==> config.mk <==
export PLATFORM = sky130hd
export DESIGN_NAME = wishbone_master
export DESIGN_NICKNAME = d
export VERILOG_FILES = /design/src/rtl/wishbone_master.sv
export SDC_FILE = /design/constraint.sdc
export NUM_CORES = 1
export LEC_CHECK = 0
export ABC_AREA = 1
export CORE_MARGIN = 8
export CORE_UTILIZATION = 30
export DETAILED_ROUTE_END_ITERATION = 8
export PLACE_DENSITY_LB_ADDON = 0.2
export SLEW_MARGIN = 10
export SYNTH_ARGS = -nofsm -noshare
export SYNTH_HDL_FRONTEND = slang
export SYNTH_SLANG_ARGS = --single-unit
==> constraint.sdc <==
create_clock -name clk_i -period 1.75 [get_ports clk_i]
set_input_delay 0.35 -clock clk_i [delete_from_list [all_inputs] [get_ports clk_i]]
set_output_delay 0.35 -clock clk_i [all_outputs]
set_load 0.005 [all_outputs]
==> src/rtl/wishbone_master.sv <==
// Single-outstanding Wishbone pipelined master: accepts one command at a time,
// drives a classic REQ/WAIT bus cycle and returns a one-cycle response strobe.
module wishbone_master #(
    parameter int TIMEOUT = 16
) (
    input  logic        clk_i,
    input  logic        rst_n_i,
    input  logic        cmd_valid_i,
    output logic        cmd_ready_o,
    input  logic [3:0]  cmd_we_i,
    input  logic [8:0]  cmd_addr_i,
    input  logic [31:0] cmd_data_i,
    output logic        rsp_valid_o,
    output logic [31:0] rsp_data_o,
    output logic        rsp_err_o,
    output logic        wb_cyc_o,
    output logic        wb_stb_o,
    output logic [3:0]  wb_we_o,
    output logic [8:0]  wb_addr_o,
    output logic [31:0] wb_data_o,
    input  logic [31:0] wb_data_i,
    input  logic        wb_ack_i,
    input  logic        wb_stall_i
);

    typedef enum logic [1:0] {
        IDLE = 2'd0,
        REQ  = 2'd1,
        WAIT = 2'd2,
        RESP = 2'd3
    } state_e;

    localparam logic [7:0] TMO_LAST = 8'(TIMEOUT - 1);

    state_e      state_q, state_d;
    logic [7:0]  cnt_q, cnt_d;
    logic [3:0]  we_q, we_d;
    logic [8:0]  addr_q, addr_d;
    logic [31:0] wdata_q, wdata_d;
    logic [31:0] rdata_q, rdata_d;
    logic        err_q, err_d;
    logic        ack_acc;
    logic        tmo_hit;

    // An ack only counts while the strobe has been taken (REQ without stall) or in WAIT.
    assign ack_acc = ((state_q == REQ) && !wb_stall_i && wb_ack_i) ||
                     ((state_q == WAIT) && wb_ack_i);
    assign tmo_hit = (cnt_q == TMO_LAST);

    always_comb begin
        state_d = state_q;
        cnt_d   = cnt_q;
        we_d    = we_q;
        addr_d  = addr_q;
        wdata_d = wdata_q;
        rdata_d = rdata_q;
        err_d   = err_q;
        case (state_q)
            IDLE: begin
                cnt_d = 8'd0;
                if (cmd_valid_i) begin
                    we_d    = cmd_we_i;
                    addr_d  = cmd_addr_i;
                    wdata_d = cmd_data_i;
                    state_d = REQ;
                end
            end
            REQ, WAIT: begin
                cnt_d = cnt_q + 8'd1;
                // Ack is checked before the timeout so a coincident ack wins.
                if (ack_acc) begin
                    rdata_d = (we_q == 4'b0000) ? wb_data_i : 32'd0;
                    err_d   = 1'b0;
                    state_d = RESP;
                end else if (tmo_hit) begin
                    rdata_d = 32'd0;
                    err_d   = 1'b1;
                    state_d = RESP;
                end else if ((state_q == REQ) && !wb_stall_i) begin
                    state_d = WAIT;
                end
            end
            RESP: begin
                state_d = IDLE;
            end
            default: begin
                state_d = IDLE;
            end
        endcase
    end

    always_ff @(posedge clk_i or negedge rst_n_i) begin
        if (!rst_n_i) begin
            state_q <= IDLE;
            cnt_q   <= 8'd0;
            we_q    <= 4'd0;
            addr_q  <= 9'd0;
            wdata_q <= 32'd0;
            rdata_q <= 32'd0;
            err_q   <= 1'b0;
        end else begin
            state_q <= state_d;
            cnt_q   <= cnt_d;
            we_q    <= we_d;
            addr_q  <= addr_d;
            wdata_q <= wdata_d;
            rdata_q <= rdata_d;
            err_q   <= err_d;
        end
    end

    assign cmd_ready_o = (state_q == IDLE);
    assign rsp_valid_o = (state_q == RESP);
    assign rsp_data_o  = rdata_q;
    assign rsp_err_o   = err_q;
    assign wb_cyc_o    = (state_q == REQ) || (state_q == WAIT);
    assign wb_stb_o    = (state_q == REQ);
    assign wb_we_o     = we_q;
    assign wb_addr_o   = addr_q;
    assign wb_data_o   = wdata_q;

endmodule

==> results.yml <==
status:
  status: "complete, no violations"
die:
  die_w_um: 127
  initial_core_util_pct: 30.7
  io_pins: 164
  rows: 40
  die_area_um2: 16000
  die_y_um: 127
  coreArea_um2: 12000
worst_setup_path:
  slowest_delay_ps: 410
  end_kind: "output pin"
  path_cells: "buf_4 -> ha_1 -> dlygate4sd2_1"
  crit_required_ps: 1400
  path_max_fanout: 4
  cp_top_family: "buffers and inverters"
  critPathLaunchType: "flip-flop"
  cp_slowest_cell: "dfrtp_1"
  crit_arrival_ps: 1350
  path_class: "reg2out"
  path_buf_inv: 2
routing:
  drtPass1Iterations: 4
  num_vias: 2895
  drt_iter0_drc: 157
  drc: 0
  routed_via_density: 4.45
  wl_per_cell_um: 15.3
  wl_um: 9980
  ant_nets: 0
global_routing:
  grt_pass1_wl_um: 16200
  grt_usage_pct: 12.6
  grt_max_degree: 40
  antenna_found_initial: 0
  grt_pass1_vias: 3044
  gr-total-overflow: 0
logic_synthesis:
  ys_types: 24
  synth_flop_cell: "dfrtp_1"
  synthArstFlopShare_pct: 100
  ys_seq_area_share_pct: 60.0
  syn_area_um2: 3670
  ys_seq_elements: 88
  synthesis.nets: 413
  synth-edff-count: 0
  synth-warning-count: 0
  avgSynthCellArea_um2: 11.3
  synth_cells: 325
timing:
  hold_viol_final: 0
  tightest_slew_ps: 376
  max_freq_ghz: 0.588
  slew_headroom_pct: 74.9
  rsz0062_at_grt: "true"
  finalCriticalPeriod_ps: 1700
  setup_viol: 0
  report.final.slew_viol_count: 0
  finalClockSkew_ps: 4.71
  post-route-period-util_pct: 97.2
pwr:
  powerDensity_nw_per_um2: 1680
  power.total_w: 0.00995
  leakagePower_nw: 2.72
  vdd_ir_drop_max_v: 0.000812
placed_design:
  place.gp.congestion: 0.746
  dpl_cell_area_um2: 5490
  port_buffers: 163
  place.detailed.hpwl_um: 7410
cts:
  clock_sinks: 88
  htree_levels: 3
  clk_pin_slew_ps: 60
  root_buffer: "clkbuf_16"
  worstSkewPairLatency_ps: 330
  cts_tree: "yes"
  clockBufferDepth: 2
  tritoncts.num_buffers: 9
finish:
  antenna_cells: 0
  num-fill-cells: 1106
  final_nets: 587
  mostFrequentLayoutCells: "clkdlybuf4s50_1 (158), nand2_1 (91), dfrtp_1 (88)"
  layout_commonest_cell: "clkdlybuf4s50_1"
  design_area_um2: 5920
  drive_gt1_share_pct: 18.3
  syn_to_final_growth_pct: 61.1
hold_path:
  hold_class: "reg2reg"
job:
  drv_cap: 0
-- where the power goes --
group	switching, W	internal, W
Combinational	0.00162	0.00263
Clock	0.000773	0.00151
Sequential	0.000485	0.00292
-- final timing paths --
check | from | endpoint | slack (ps) | cells after the start
setup / recovery | state_q[1]$_DFFE_PN0P_ | rsp_valid_o | 50 | 3
min in group asynchronous | rst_n_i | wb_data_o[6]$_DFFE_PN0P_ | 540 | 2
setup reg to reg | state_q[1]$_DFFE_PN0P_ | rsp_data_o[6]$_DFFE_PN0P_ | 170 | 10
hold / removal | rsp_data_o[4]$_DFFE_PN0P_ | rsp_data_o[4]$_DFFE_PN0P_ | 480 | 2
hold reg to reg | rsp_data_o[4]$_DFFE_PN0P_ | rsp_data_o[4]$_DFFE_PN0P_ | 480 | 2
max in group asynchronous | rst_n_i | rsp_data_o[3]$_DFFE_PN0P_ | 670 | 3
-- cells in the mapped netlist, types with 2 or more instances --
cell type,instances,share of area [%]
ha_1,6,2.0
a21oi_1,2,0.27
inv_1,17,1.7
buf_2,5,0.68
nand3_1,34,4.6
nor2_1,8,0.82
mux2_2,45,14
buf_6,6,1.8
nor3b_1,2,0.41
nand2_1,91,9.3
o21ai_0,3,0.41
dfrtp_1,88,60
nand3_2,4,1.1
nor3_1,2,0.27
buf_4,2,0.41
nand2_2,2,0.34
-- repair_timing --
item,4_1_cts,5_1_grt
hold buffers,1,0
endpoints found under the setup margin,4,3
hold endpoints to repair,25,0
buffers inserted,2,2
resized for setup,5,8
cloned,0,0
-- stage by stage --
step / TNS, ps / util [%] / hold WS, ps / setup WS, ps / std cells
after floorplan: 0 / - / 54.4 / 217 / 325
after global placement: 0 / 45.9 / 306 / 114 / 630
after detailed placement: 0 / 45.9 / 315 / 95.8 / 630
after CTS: -118 / 49.2 / 482 / -118 / 649
after global routing: -16.2 / 49.5 / 501 / -11.5 / 651
final: 0 / 49.5 / 479 / 49.5 / 651
-- layer usage --
layer | global-route usage [%] | part of all wire [%] | vias up
met4 | 5.52 | 1.4 | 0
met3 | 7.58 | 13 | 10
met2 | 17.5 | 41 | 126
li1 | - | - | 1404
met5 | 0 | 0 | -
met1 | 15.4 | 45 | 1355
-- area by class of cell --
cell class                 instances  area [um^2]  area share [%]
sequential                        88         2200            37.2
timing repair buffer             177         1790            30.2
multi-input combinational        206         1310            22.2
clock buffer                      12          267            4.51
tap                              147          184            3.11
clock inverter                     4         98.8            1.67
inverter                          17         63.8            1.08
-- flip-flops by register name (all words and copies together) (netlist names) --
name,count
state_q,2
wb_addr_o,9
rsp_err_o,1
rsp_data_o,32
wb_data_o,32
cnt_q,8
wb_we_o,4
-- logic make-up (layout without fill, tap and decap cells) --
| group | Yosys count | after routing | share of synthesized area, % |
|---|---|---|---|
| and+or+nand+nor | 147 | 147 | 18.0 |
| muxes | 45 | 45 | 13.8 |
| DFF | 88 | 88 | 60.0 |
| AOI/OAI and AO/OA | 7 | 7 | 1.12 |
| adders and majority gates | 6 | 6 | 2.04 |
| xor gates and xnor gates | 1 | 1 | 0.239 |
| buffers and inverters | 31 | 210 | 4.87 |
-- tightest hold or removal path, stage by stage (launching register included) --
cell and delay, ps:
dfrtp_1 340, nand2_1 50, nand2_1 50
Note: power is estimated with default switching activity, not from simulation.
